**config.mk**
```make
export PLATFORM = sky130hd
export DESIGN_NAME = fb_scheduler_flat
export DESIGN_NICKNAME = d
export VERILOG_FILES = /design/src/rtl/fb_pkg.sv /design/src/rtl/fb_scheduler_if.sv /design/src/rtl/srst_gen.sv /design/src/rtl/fb_scheduler.sv /design/src/flat_wrapper.sv
export SDC_FILE = /design/constraint.sdc
export NUM_CORES = 1
export LEC_CHECK = 0
export CORE_UTILIZATION = 40
export CTS_CLUSTER_SIZE = 14
export DETAILED_ROUTE_END_ITERATION = 8
export PLACE_DENSITY_LB_ADDON = 0.3
export SLEW_MARGIN = 15
export SYNTH_ARGS = -nofsm -noshare
export SYNTH_HDL_FRONTEND = slang
export SYNTH_HIERARCHICAL = 1
export SYNTH_SLANG_ARGS = --single-unit
```
**constraint.sdc**
```tcl
create_clock -name clk_i -period 2.5 [get_ports clk_i]
set_input_delay 0.375 -clock clk_i [delete_from_list [all_inputs] [get_ports clk_i]]
set_output_delay 0.375 -clock clk_i [all_outputs]
set_load 0.01 [all_outputs]
```
**src/rtl/fb_pkg.sv**
```systemverilog
// Shared types and address helpers for the triple-buffer frame scheduler and its sink/source peers.
package fb_pkg;

  typedef enum logic [1:0] {
    BUF_FREE    = 2'd0,
    BUF_WRITING = 2'd1,
    BUF_READY   = 2'd2,
    BUF_READING = 2'd3
  } buf_state_t;

  // Buffer indices travel on 2-bit ports, so NBUF is limited to 3..4.
  localparam int IDX_W = 2;

  localparam int          H_WIDTH_DEF  = 1920;
  localparam int          V_HEIGHT_DEF = 1080;
  localparam logic [31:0] BASE_DEF     = 32'h2000_0000;

  function automatic logic [31:0] frame_size(input int h, input int v);
    return 32'(h * v * 3);
  endfunction

  // Wraps silently in 32 bits; callers own the DDR map.
  function automatic logic [31:0] buf_addr(input logic [31:0] base, input logic [31:0] size,
                                           input int idx);
    return base + 32'(idx) * size;
  endfunction

endpackage

```
**src/rtl/fb_scheduler_if.sv**
```systemverilog
// Control bundle between the frame scheduler and the video timing / AXI sink / AXI source.
interface fb_scheduler_if;

  logic                     vs_i;
  logic                     wen_i;
  logic                     ren_i;
  logic                     wr_done_i;
  logic [31:0]              wr_addr_o;
  logic [31:0]              rd_addr_o;
  logic [fb_pkg::IDX_W-1:0] wr_idx_o;
  logic [fb_pkg::IDX_W-1:0] rd_idx_o;
  logic                     srst_o;
  logic                     aval_o;
  logic                     drop_o;
  logic                     repeat_o;

  modport master (
    output vs_i, wen_i, ren_i, wr_done_i,
    input  wr_addr_o, rd_addr_o, wr_idx_o, rd_idx_o, srst_o, aval_o, drop_o, repeat_o
  );

  modport slave (
    input  vs_i, wen_i, ren_i, wr_done_i,
    output wr_addr_o, rd_addr_o, wr_idx_o, rd_idx_o, srst_o, aval_o, drop_o, repeat_o
  );

endinterface

```
**src/rtl/srst_gen.sv**
```systemverilog
// Vsync edge detector plus soft-reset stretcher: every vsync rise holds sink/source in reset
// for SRST_LEN cycles so they restart cleanly on the freshly selected buffers.
module srst_gen #(
  parameter int SRST_LEN = 15
) (
  input  logic clk_i,
  input  logic rst_i,
  input  logic i_vs,
  output logic o_vs_rise,
  output logic o_srst,
  output logic o_aval
);

  localparam int CNT_W = $clog2(SRST_LEN + 1);

  logic             r_vs_q;
  logic             r_inited;
  logic [CNT_W-1:0] r_cnt;

  assign o_vs_rise = i_vs & ~r_vs_q;

  always_ff @(posedge clk_i) begin
    if (rst_i) begin
      r_vs_q   <= 1'b0;
      r_inited <= 1'b0;
      r_cnt    <= CNT_W'(SRST_LEN);
    end else begin
      r_vs_q <= i_vs;
      if (i_vs) r_inited <= 1'b1;
      if (o_vs_rise)          r_cnt <= CNT_W'(SRST_LEN);
      else if (r_cnt != '0)   r_cnt <= r_cnt - CNT_W'(1);
    end
  end

  assign o_srst = (r_cnt != '0);
  // Until the first vsync is seen the addresses are always considered valid.
  assign o_aval = ~r_inited | i_vs;

endmodule

```
**src/rtl/fb_scheduler.sv**
```systemverilog
// Triple-buffer frame scheduler: rotates DDR frame buffers on vsync, publishing a frame only once
// the sink has fully written it; the reader repeats on starvation and the writer drops on overrun.
module fb_scheduler
  import fb_pkg::*;
#(
  parameter int          H_WIDTH  = H_WIDTH_DEF,
  parameter int          V_HEIGHT = V_HEIGHT_DEF,
  parameter logic [31:0] BASE     = BASE_DEF,
  parameter int          NBUF     = 3,
  parameter int          SRST_LEN = 15
) (
  input logic           clk_i,
  input logic           rst_i,
  fb_scheduler_if.slave bus
);

  localparam logic [31:0] SIZE = frame_size(H_WIDTH, V_HEIGHT);

  typedef logic [IDX_W-1:0] idx_t;

  buf_state_t  r_state     [NBUF];
  buf_state_t  w_state_nxt [NBUF];
  logic [31:0] w_addr_tbl  [NBUF];

  idx_t        r_wr_idx, r_rd_idx;
  idx_t        w_wr_nxt, w_rd_nxt;
  idx_t        w_rdy_idx, w_free_idx;
  logic [31:0] r_wr_addr, r_rd_addr;
  logic        r_done, r_drop, r_repeat;
  logic        w_drop_nxt, w_repeat_nxt;
  logic        w_vs_rise, w_done_eff, w_publish;
  logic        w_rdy_found, w_free_found;

  srst_gen #(.SRST_LEN(SRST_LEN)) u_srst_gen (
    .clk_i     (clk_i),
    .rst_i     (rst_i),
    .i_vs      (bus.vs_i),
    .o_vs_rise (w_vs_rise),
    .o_srst    (bus.srst_o),
    .o_aval    (bus.aval_o)
  );

  for (genvar g = 0; g < NBUF; g++) begin : g_addr
    assign w_addr_tbl[g] = buf_addr(BASE, SIZE, g);
  end

  // A done pulse landing on the vsync rise still belongs to the frame that is ending.
  assign w_done_eff = r_done | bus.wr_done_i;
  assign w_publish  = w_vs_rise & bus.wen_i & w_done_eff;

  always_comb begin
    w_state_nxt  = r_state;
    w_rd_nxt     = r_rd_idx;
    w_wr_nxt     = r_wr_idx;
    w_drop_nxt   = 1'b0;
    w_repeat_nxt = 1'b0;
    w_rdy_found  = 1'b0;
    w_rdy_idx    = '0;
    w_free_found = 1'b0;
    w_free_idx   = '0;

    if (w_vs_rise) begin
      for (int i = 0; i < NBUF; i++) begin
        if (!w_rdy_found && r_state[i] == BUF_READY) begin
          w_rdy_found = 1'b1;
          w_rdy_idx   = idx_t'(i);
        end
      end

      // Reader moves first so a READY frame it takes is never counted as dropped.
      if (bus.ren_i) begin
        if (w_rdy_found) begin
          w_state_nxt[r_rd_idx]  = BUF_FREE;
          w_state_nxt[w_rdy_idx] = BUF_READING;
          w_rd_nxt               = w_rdy_idx;
        end else begin
          w_repeat_nxt = 1'b1;
        end
      end

      if (w_publish) begin
        for (int i = 0; i < NBUF; i++) begin
          if (w_state_nxt[i] == BUF_READY) begin
            w_state_nxt[i] = BUF_FREE;
            w_drop_nxt     = 1'b1;
          end
        end
        w_state_nxt[r_wr_idx] = BUF_READY;
        for (int i = 0; i < NBUF; i++) begin
          if (!w_free_found && w_state_nxt[i] == BUF_FREE) begin
            w_free_found = 1'b1;
            w_free_idx   = idx_t'(i);
          end
        end
        if (w_free_found) begin
          w_state_nxt[w_free_idx] = BUF_WRITING;
          w_wr_nxt                = w_free_idx;
        end
      end
    end
  end

  always_ff @(posedge clk_i) begin
    if (rst_i) begin
      for (int i = 0; i < NBUF; i++)
        r_state[i] <= (i == 0) ? BUF_READING : (i == 1) ? BUF_WRITING : BUF_FREE;
      r_rd_idx  <= idx_t'(0);
      r_wr_idx  <= idx_t'(1);
      r_rd_addr <= w_addr_tbl[0];
      r_wr_addr <= w_addr_tbl[1];
      r_done    <= 1'b0;
      r_drop    <= 1'b0;
      r_repeat  <= 1'b0;
    end else begin
      // With NBUF>=3 a FREE buffer always survives the reader step.
      if (w_publish) assert (w_free_found);
      r_state   <= w_state_nxt;
      r_rd_idx  <= w_rd_nxt;
      r_wr_idx  <= w_wr_nxt;
      r_rd_addr <= w_addr_tbl[w_rd_nxt];
      r_wr_addr <= w_addr_tbl[w_wr_nxt];
      r_drop    <= w_drop_nxt;
      r_repeat  <= w_repeat_nxt;
      if (w_vs_rise)           r_done <= 1'b0;
      else if (bus.wr_done_i)  r_done <= 1'b1;
    end
  end

  assign bus.rd_idx_o  = r_rd_idx;
  assign bus.wr_idx_o  = r_wr_idx;
  assign bus.rd_addr_o = r_rd_addr;
  assign bus.wr_addr_o = r_wr_addr;
  assign bus.drop_o    = r_drop;
  assign bus.repeat_o  = r_repeat;

endmodule

```
**src/flat_wrapper.sv**
```systemverilog
// flat-port wrapper written by rule: the top's interface ports become plain ports
module fb_scheduler_flat import fb_pkg::*;
#(
  parameter int          H_WIDTH  = H_WIDTH_DEF,
  parameter int          V_HEIGHT = V_HEIGHT_DEF,
  parameter logic [31:0] BASE     = BASE_DEF,
  parameter int          NBUF     = 3,
  parameter int          SRST_LEN = 15
)
  (clk_i, rst_i, bus_vs_i, bus_wen_i, bus_ren_i, bus_wr_done_i, bus_wr_addr_o, bus_rd_addr_o, bus_wr_idx_o, bus_rd_idx_o, bus_srst_o, bus_aval_o, bus_drop_o, bus_repeat_o);
  fb_scheduler_if bus_i ();
  input logic clk_i;
  input logic rst_i;
  input wire logic [$bits(bus_i.vs_i)-1:0] bus_vs_i;
  input wire logic [$bits(bus_i.wen_i)-1:0] bus_wen_i;
  input wire logic [$bits(bus_i.ren_i)-1:0] bus_ren_i;
  input wire logic [$bits(bus_i.wr_done_i)-1:0] bus_wr_done_i;
  output wire logic [$bits(bus_i.wr_addr_o)-1:0] bus_wr_addr_o;
  output wire logic [$bits(bus_i.rd_addr_o)-1:0] bus_rd_addr_o;
  output wire logic [$bits(bus_i.wr_idx_o)-1:0] bus_wr_idx_o;
  output wire logic [$bits(bus_i.rd_idx_o)-1:0] bus_rd_idx_o;
  output wire logic [$bits(bus_i.srst_o)-1:0] bus_srst_o;
  output wire logic [$bits(bus_i.aval_o)-1:0] bus_aval_o;
  output wire logic [$bits(bus_i.drop_o)-1:0] bus_drop_o;
  output wire logic [$bits(bus_i.repeat_o)-1:0] bus_repeat_o;
  assign bus_i.vs_i = bus_vs_i;
  assign bus_i.wen_i = bus_wen_i;
  assign bus_i.ren_i = bus_ren_i;
  assign bus_i.wr_done_i = bus_wr_done_i;
  assign bus_wr_addr_o = bus_i.wr_addr_o;
  assign bus_rd_addr_o = bus_i.rd_addr_o;
  assign bus_wr_idx_o = bus_i.wr_idx_o;
  assign bus_rd_idx_o = bus_i.rd_idx_o;
  assign bus_srst_o = bus_i.srst_o;
  assign bus_aval_o = bus_i.aval_o;
  assign bus_drop_o = bus_i.drop_o;
  assign bus_repeat_o = bus_i.repeat_o;
  fb_scheduler #(.H_WIDTH(H_WIDTH), .V_HEIGHT(V_HEIGHT), .BASE(BASE), .NBUF(NBUF), .SRST_LEN(SRST_LEN)) u_core (.clk_i(clk_i), .rst_i(rst_i), .bus(bus_i));
endmodule
```
==> impl_metrics.toml, run 1 <==
[clocking]
clk_pin_slew_ps = 90
ctsLongestPathBuffers = 2
clockRootBuffer = "clkbuf_8"
hold_buffers = 0
htree_levels = 1
cts_buffers = 3
cts_resized = 0
cts_tree = "yes"
cts_setup_buffers = 0
clock_latency_ps = 270
cts.sinks = 27

[die]
start_util_pct = 41.61
ios = 78
die_w_um = 69.30
core-area_mm2 = 0.004354
die_y_um = 69.30
rows = 24
die_area_mm2 = 0.004802

[yosys]
syn_inst = 206
synth.cell_area_mm2 = 0.001812
yosys_warnings = 6
async_flop_share_pct = 0
synth_seq_cells = 27
ys.flop_type = "dfxtp_1"
ys_seq_area_share_pct = 29.83
synth_edf_count = 0
yosysUniqueCellTypes = 43
synth_area_per_cell_um2 = 8.795

[outcome]
status = "finished clean"

[routing]
met3RoutedLength_um = 130
firstDrtPassIters = 5
drtIter0Drc = 55
drt_wl_total_um = 2883
wl_per_cell_um = 10.05
highest_layer = "met4"
wl_met1_um = 1339
ant_nets = 0
via_count = 1318
drc = 0
viasPerCell = 4.592
wl_met2_um = 1356

[place]
place_hpwl_um = 2282
dpl.cell_count = 283
port_buffers = 43
place_congestion = 0.7763

[global_route]
grt_use_total_pct = 13.27
grt_pass1_wl_um = 5209
antenna_found_initial = 0
grt_pass1_vias = 1177
grt-ovfl-total = 0
grt_max_degree = 16

[pwr]
p_leak_nw = 0.9142
pwr_density_cell_mw_per_mm2 = 420.4
irDropWorstVdd_mv = 0.1856

[worst_setup_path]
end_kind = "flip-flop"
timing.rr.start = "u_core/r_state[4]"
cp_max_fo = 6
crit_required_ps = 2670
crit_type = "input port to flip-flop"
worstSetupStartpointType = "input port"
slowest_delay_ps = 470
cp.arrival_ps = 2390
cp-startpoint = "bus_vs_i"
crit_chain = "clkdlybuf4s50_1, nor2b_1, o211ai_1, buf_4, o31ai_2, nand2b_4, nand2_1, ha_1, or2_2"
critPathSlowestCell = "clkdlybuf4s50_1"
rrSetupSlack_ps = 380

[job]
drv_cap = 0

[timing]
maxSlewViolCount = 0
fmax_ghz = 0.4499
period_share_pct = 88.91
rsz0062_at_grt = "no"
setup_tns_ps = 0
fin_skew_ps = 5.344
hold_violations = 0
min_period_ps = 2223
setup_viol = 0

[cells_and_area]
final_nets = 250
drive_gt1_share_pct = 11.49
final_common_cell = "clkdlybuf4s50_1"
final_cell_mix = "43 x clkdlybuf4s50_1, 34 x conb_1, 27 x dfxtp_1"
finalNonFillerCells = 287
fin_util_pct = 48.28
diodes = 0
syn2layout_area_growth_pct = 16.02

[min_path]
hold_class = "flip-flop to flip-flop"
hold_start = "u_core/u_srst_gen/r_inited"
synthesized netlist by cell type, types with 2 or more instances:
master	count	area share [%]
xnor2_1	2	0.97
nand2b_4	2	1.5
o21a_1	2	0.83
or2_2	2	0.69
nor3b_1	2	0.83
nand2_1	12	2.5
nor2b_1	8	2.8
nand3b_1	3	1.2
a2111oi_0	2	0.97
nor3_1	3	0.83
o21ai_1	2	0.55
a21oi_1	8	2.2
clkbuf_1	2	0.41
buf_4	59	24
dfxtp_1	27	30
and2b_1	4	1.7
nor2_1	12	2.5
inv_1	6	1.2
nand2b_1	7	2.4
mux2i_1	2	1.1
ha_1	8	5.5
o21ai_0	6	1.7
nand3_1	3	0.83
o22ai_1	3	1.0
kinds of logic after synthesis:
logic type	after synthesis	share of synthesized area (%)
buffers and inverters	67	26.10
AND/OR/NAND/NOR	64	20.93
AO/OA/AOI/OAI	35	15.33
flip-flops	27	29.83
adder cells (fa/ha/maj)	8	5.525
XOR/XNOR	2	0.9670
multiplexers	2	1.105
other	1	0.2070
final timing paths:
kind | to | cells past startpoint
setup / recovery | u_core/bus.wr_addr_o[20] | 9
hold / removal | u_core/u_srst_gen/r_inited | 2
setup reg to reg | u_core/bus.wr_addr_o[22] | 8
hold reg to reg | u_core/u_srst_gen/r_inited | 2
routing by layer:
layer	track usage, %	vias to the layer above
met5	0	-
met4	6.803	0
met3	2.762	4
met2	21.90	55
met1	16.23	604
li1	-	655
layout make-up:
type / count / area [um^2]
inverters: 6 / 22.52
fillers: 438 / 2252
clock buffers: 3 / 41.29
multi-input cells: 145 / 922.1
flip-flops and latches: 27 / 540.5
repair buffers: 53 / 505.5
clock inverters: 1 / 5.005
well taps: 52 / 65.06
sequential cells by signal, summed over array words and instances, names as in the netlist:
register and cells:
u_core/bus.repeat_o 1, u_core/bus.rd_idx_o 2, u_core/bus.wr_idx_o 2, u_core/bus.wr_addr_o 4
u_core/u_srst_gen/r_inited 1, u_core/r_state 6, u_core/bus.rd_addr_o 4, u_core/bus.drop_o 1
u_core/r_done 1, u_core/u_srst_gen/r_vs_q 1, u_core/u_srst_gen/r_cnt 4
critical path, delay by kind of cell:
family,cells,cell delay [ps]
AOI/OAI and AO/OA,2,510
and+or+nand+nor,4,610
adders and majority gates,1,220
buffers and inverters,2,670
metrics by stage:
| step | total power [mW] | hold slack, ps | area, um^2 | setup slack [ps] |
|---|---|---|---|---|
| floorplan | 0.6340 | 439.0 | 1936 | 439.9 |
| global placement | 0.6512 | 449.3 | 2056 | 13.09 |
| detailed placement | 0.6527 | 457.7 | 2056 | -22.79 |
| CTS | 0.8951 | 478.6 | 2102 | 269.0 |
| global route | 0.9403 | 507.3 | 2102 | 156.3 |
| finish | 0.8837 | 480.8 | 2102 | 277.2 |
power breakdown:
part	switching (mW)	internal (mW)
registers	0.0155	0.447
logic	0.0950	0.0858
clock network	0.129	0.112
No activity file was read; power rests on OpenSTA's default activity.
==> run 2, diff against run 1 <==
--- a/config.mk
+++ b/config.mk
@@ -5,11 +5,13 @@
 export SDC_FILE = /design/constraint.sdc
 export NUM_CORES = 1
 export LEC_CHECK = 0
+export CORE_ASPECT_RATIO = 2
 export CORE_UTILIZATION = 40
 export CTS_CLUSTER_SIZE = 14
 export DETAILED_ROUTE_END_ITERATION = 8
 export PLACE_DENSITY_LB_ADDON = 0.3
-export SLEW_MARGIN = 15
+export SETUP_SLACK_MARGIN = 0.02
+export SLEW_MARGIN = 10
 export SYNTH_ARGS = -nofsm -noshare
 export SYNTH_HDL_FRONTEND = slang
 export SYNTH_HIERARCHICAL = 1
==> impl_metrics.toml, run 2 (same netlist as run 1, synthesis figures left out) <==
[timing]
fin_skew_ps = 2.323
maxSlewViolCount = 0
setup_tns_ps = 0
hold_violations = 0
relSlewSlack_pct = 49.20
worstMarginPinSlew_ps = 759.6
rsz0062_at_grt = "no"
period_share_pct = 90.58
setup_viol = 0
min_period_ps = 2265
fmax_ghz = 0.4416

[worst_setup_path]
cp.arrival_ps = 2430
cp_max_fo = 4
timing.rr.end = "u_core/bus.wr_addr_o[22]"
reg2reg_depth = 8
crit_type = "input port to flip-flop"
critPathCapture = "u_core/bus.wr_addr_o[20]"
critPathSlowestCell = "clkdlybuf4s50_1"
rrSetupSlack_ps = 320
slowest_delay_ps = 510
crit_buf_inv = 2
cp.depth = 9
crit_family = "buffers and inverters"
cp-startpoint = "bus_vs_i"
worstSetupStartpointType = "input port"
crit_chain = "clkdlybuf4s50_1, nor2b_1, o211ai_1, buf_4, o31ai_2, nand2b_4, nand2_1, ha_1, or2_2"
crit_required_ps = 2670
timing.rr.start = "u_core/r_state[4]"
end_kind = "flip-flop"

[place]
place_congestion = 0.8046
placed_area_mm2 = 0.002081
place_hpwl_um = 2609
port_buffers = 43

[routing]
via_count = 1327
ant_nets = 0
viasPerCell = 4.545
wl_per_cell_um = 11.16
firstDrtPassIters = 4
drtIter0Drc = 26
drc = 0
drt_wl_total_um = 3260

[job]
drv_cap = 0

[clocking]
ctsLongestPathBuffers = 2
htree_levels = 1
clockRootBuffer = "clkbuf_8"
hold_buffers = 0
clk_pin_slew_ps = 90
clock_latency_ps = 270
cts_setup_buffers = 0
cts.sinks = 27
cts_tree = "yes"
cts_buffers = 3
cts_resized = 0

[die]
die_area_mm2 = 0.004819
die_y_um = 97.18
ios = 78
die_w_um = 49.59
rows = 34
start_util_pct = 41.75
core-area_mm2 = 0.004339

[global_route]
grt_pass1_vias = 1241
grt-ovfl-total = 0
grt_pass1_wl_um = 5485
grt_max_degree = 22
grt_use_total_pct = 14.63
antenna_found_initial = 0

[cells_and_area]
drive_gt1_share_pct = 12.61
final_nets = 253
diodes = 0
seq_area_um2 = 540.5
multi_input_area_um2 = 922.1
final_common_cell = "clkdlybuf4s50_1"
nFillCells = 459
final_cell_mix = "43 x clkdlybuf4s50_1, 34 x conb_1, 27 x dfxtp_1"
final_cell_area_mm2 = 0.002127
largest_reg_flops = 6
syn2layout_area_growth_pct = 17.40
max_flop_register = "u_core/r_state"

[pwr]
pwr_density_cell_mw_per_mm2 = 420.3
p_leak_nw = 0.9274
irDropWorstVdd_mv = 0.3466

[min_path]
hold_class = "flip-flop to flip-flop"

[outcome]
status = "finished clean"
run 2: cell types whose count changed in the layout (fill, tap and decap cells not counted), sizes merged:
cell / delta
buf: +3
run 2: worst min-delay path by stage:
| stage | start | endpoint | slack [ps] | cells past startpoint |
|---|---|---|---|---|
| after floorplan | u_core/u_srst_gen/r_inited | u_core/u_srst_gen/r_inited | 440 | 2 |
| after global placement | u_core/u_srst_gen/r_inited | u_core/u_srst_gen/r_inited | 450 | 2 |
| after detailed placement | u_core/u_srst_gen/r_inited | u_core/u_srst_gen/r_inited | 460 | 2 |
| after CTS | u_core/u_srst_gen/r_inited | u_core/u_srst_gen/r_inited | 490 | 2 |
| after global routing | u_core/r_done | u_core/r_done | 520 | 1 |
| final | u_core/u_srst_gen/r_inited | u_core/u_srst_gen/r_inited | 480 | 2 |
run 2: cell type report:
cell class	instances	area share [%]
Clock buffer	3	1.941
Clock inverter	1	0.2353
Inverter	6	1.059
Multi-Input combinational cell	145	43.35
Sequential cell	27	25.41
Tap cell	54	3.176
Timing Repair Buffer	56	24.82
run 2: worst register-to-register path, cell delays in order (launching register included):
cell      delay, ps
dfxtp_1         420
and2b_1         260
o311ai_4        360
a211o_2         230
a21oi_2          70
buf_4           130
nand2b_1        140
ha_1            190
or2_2           270
run 2: per-stage QoR:
stage	util [%]	instances	setup WS [ps]	hold slack [ps]	total power [mW]
CTS	49.02	292	218.2	486.5	0.9074
finish	49.02	292	235.4	478.6	0.8939
global route	49.02	292	45.46	519.3	0.9451
global placement	47.95	288	-53.95	450.7	0.6569
detailed placement	47.95	288	-64.49	464.5	0.6584
floorplan	-	239	439.9	439.0	0.6340
run 2: per-layer routing:
| metal | global-route usage [%] | routed length, um |
|---|---|---|
| met1 | 13.37 | 1172 |
| met4 | 7.912 | 70 |
| met3 | 1.408 | 123 |
| met5 | 0 | 0 |
| met2 | 29.21 | 1895 |
run 2: report_power, final:
part / internal [mW] / total (mW) / switching (mW)
Clock: 0.112 / 0.246 / 0.134
Combinational: 0.0886 / 0.185 / 0.0964
Sequential: 0.447 / 0.463 / 0.0161
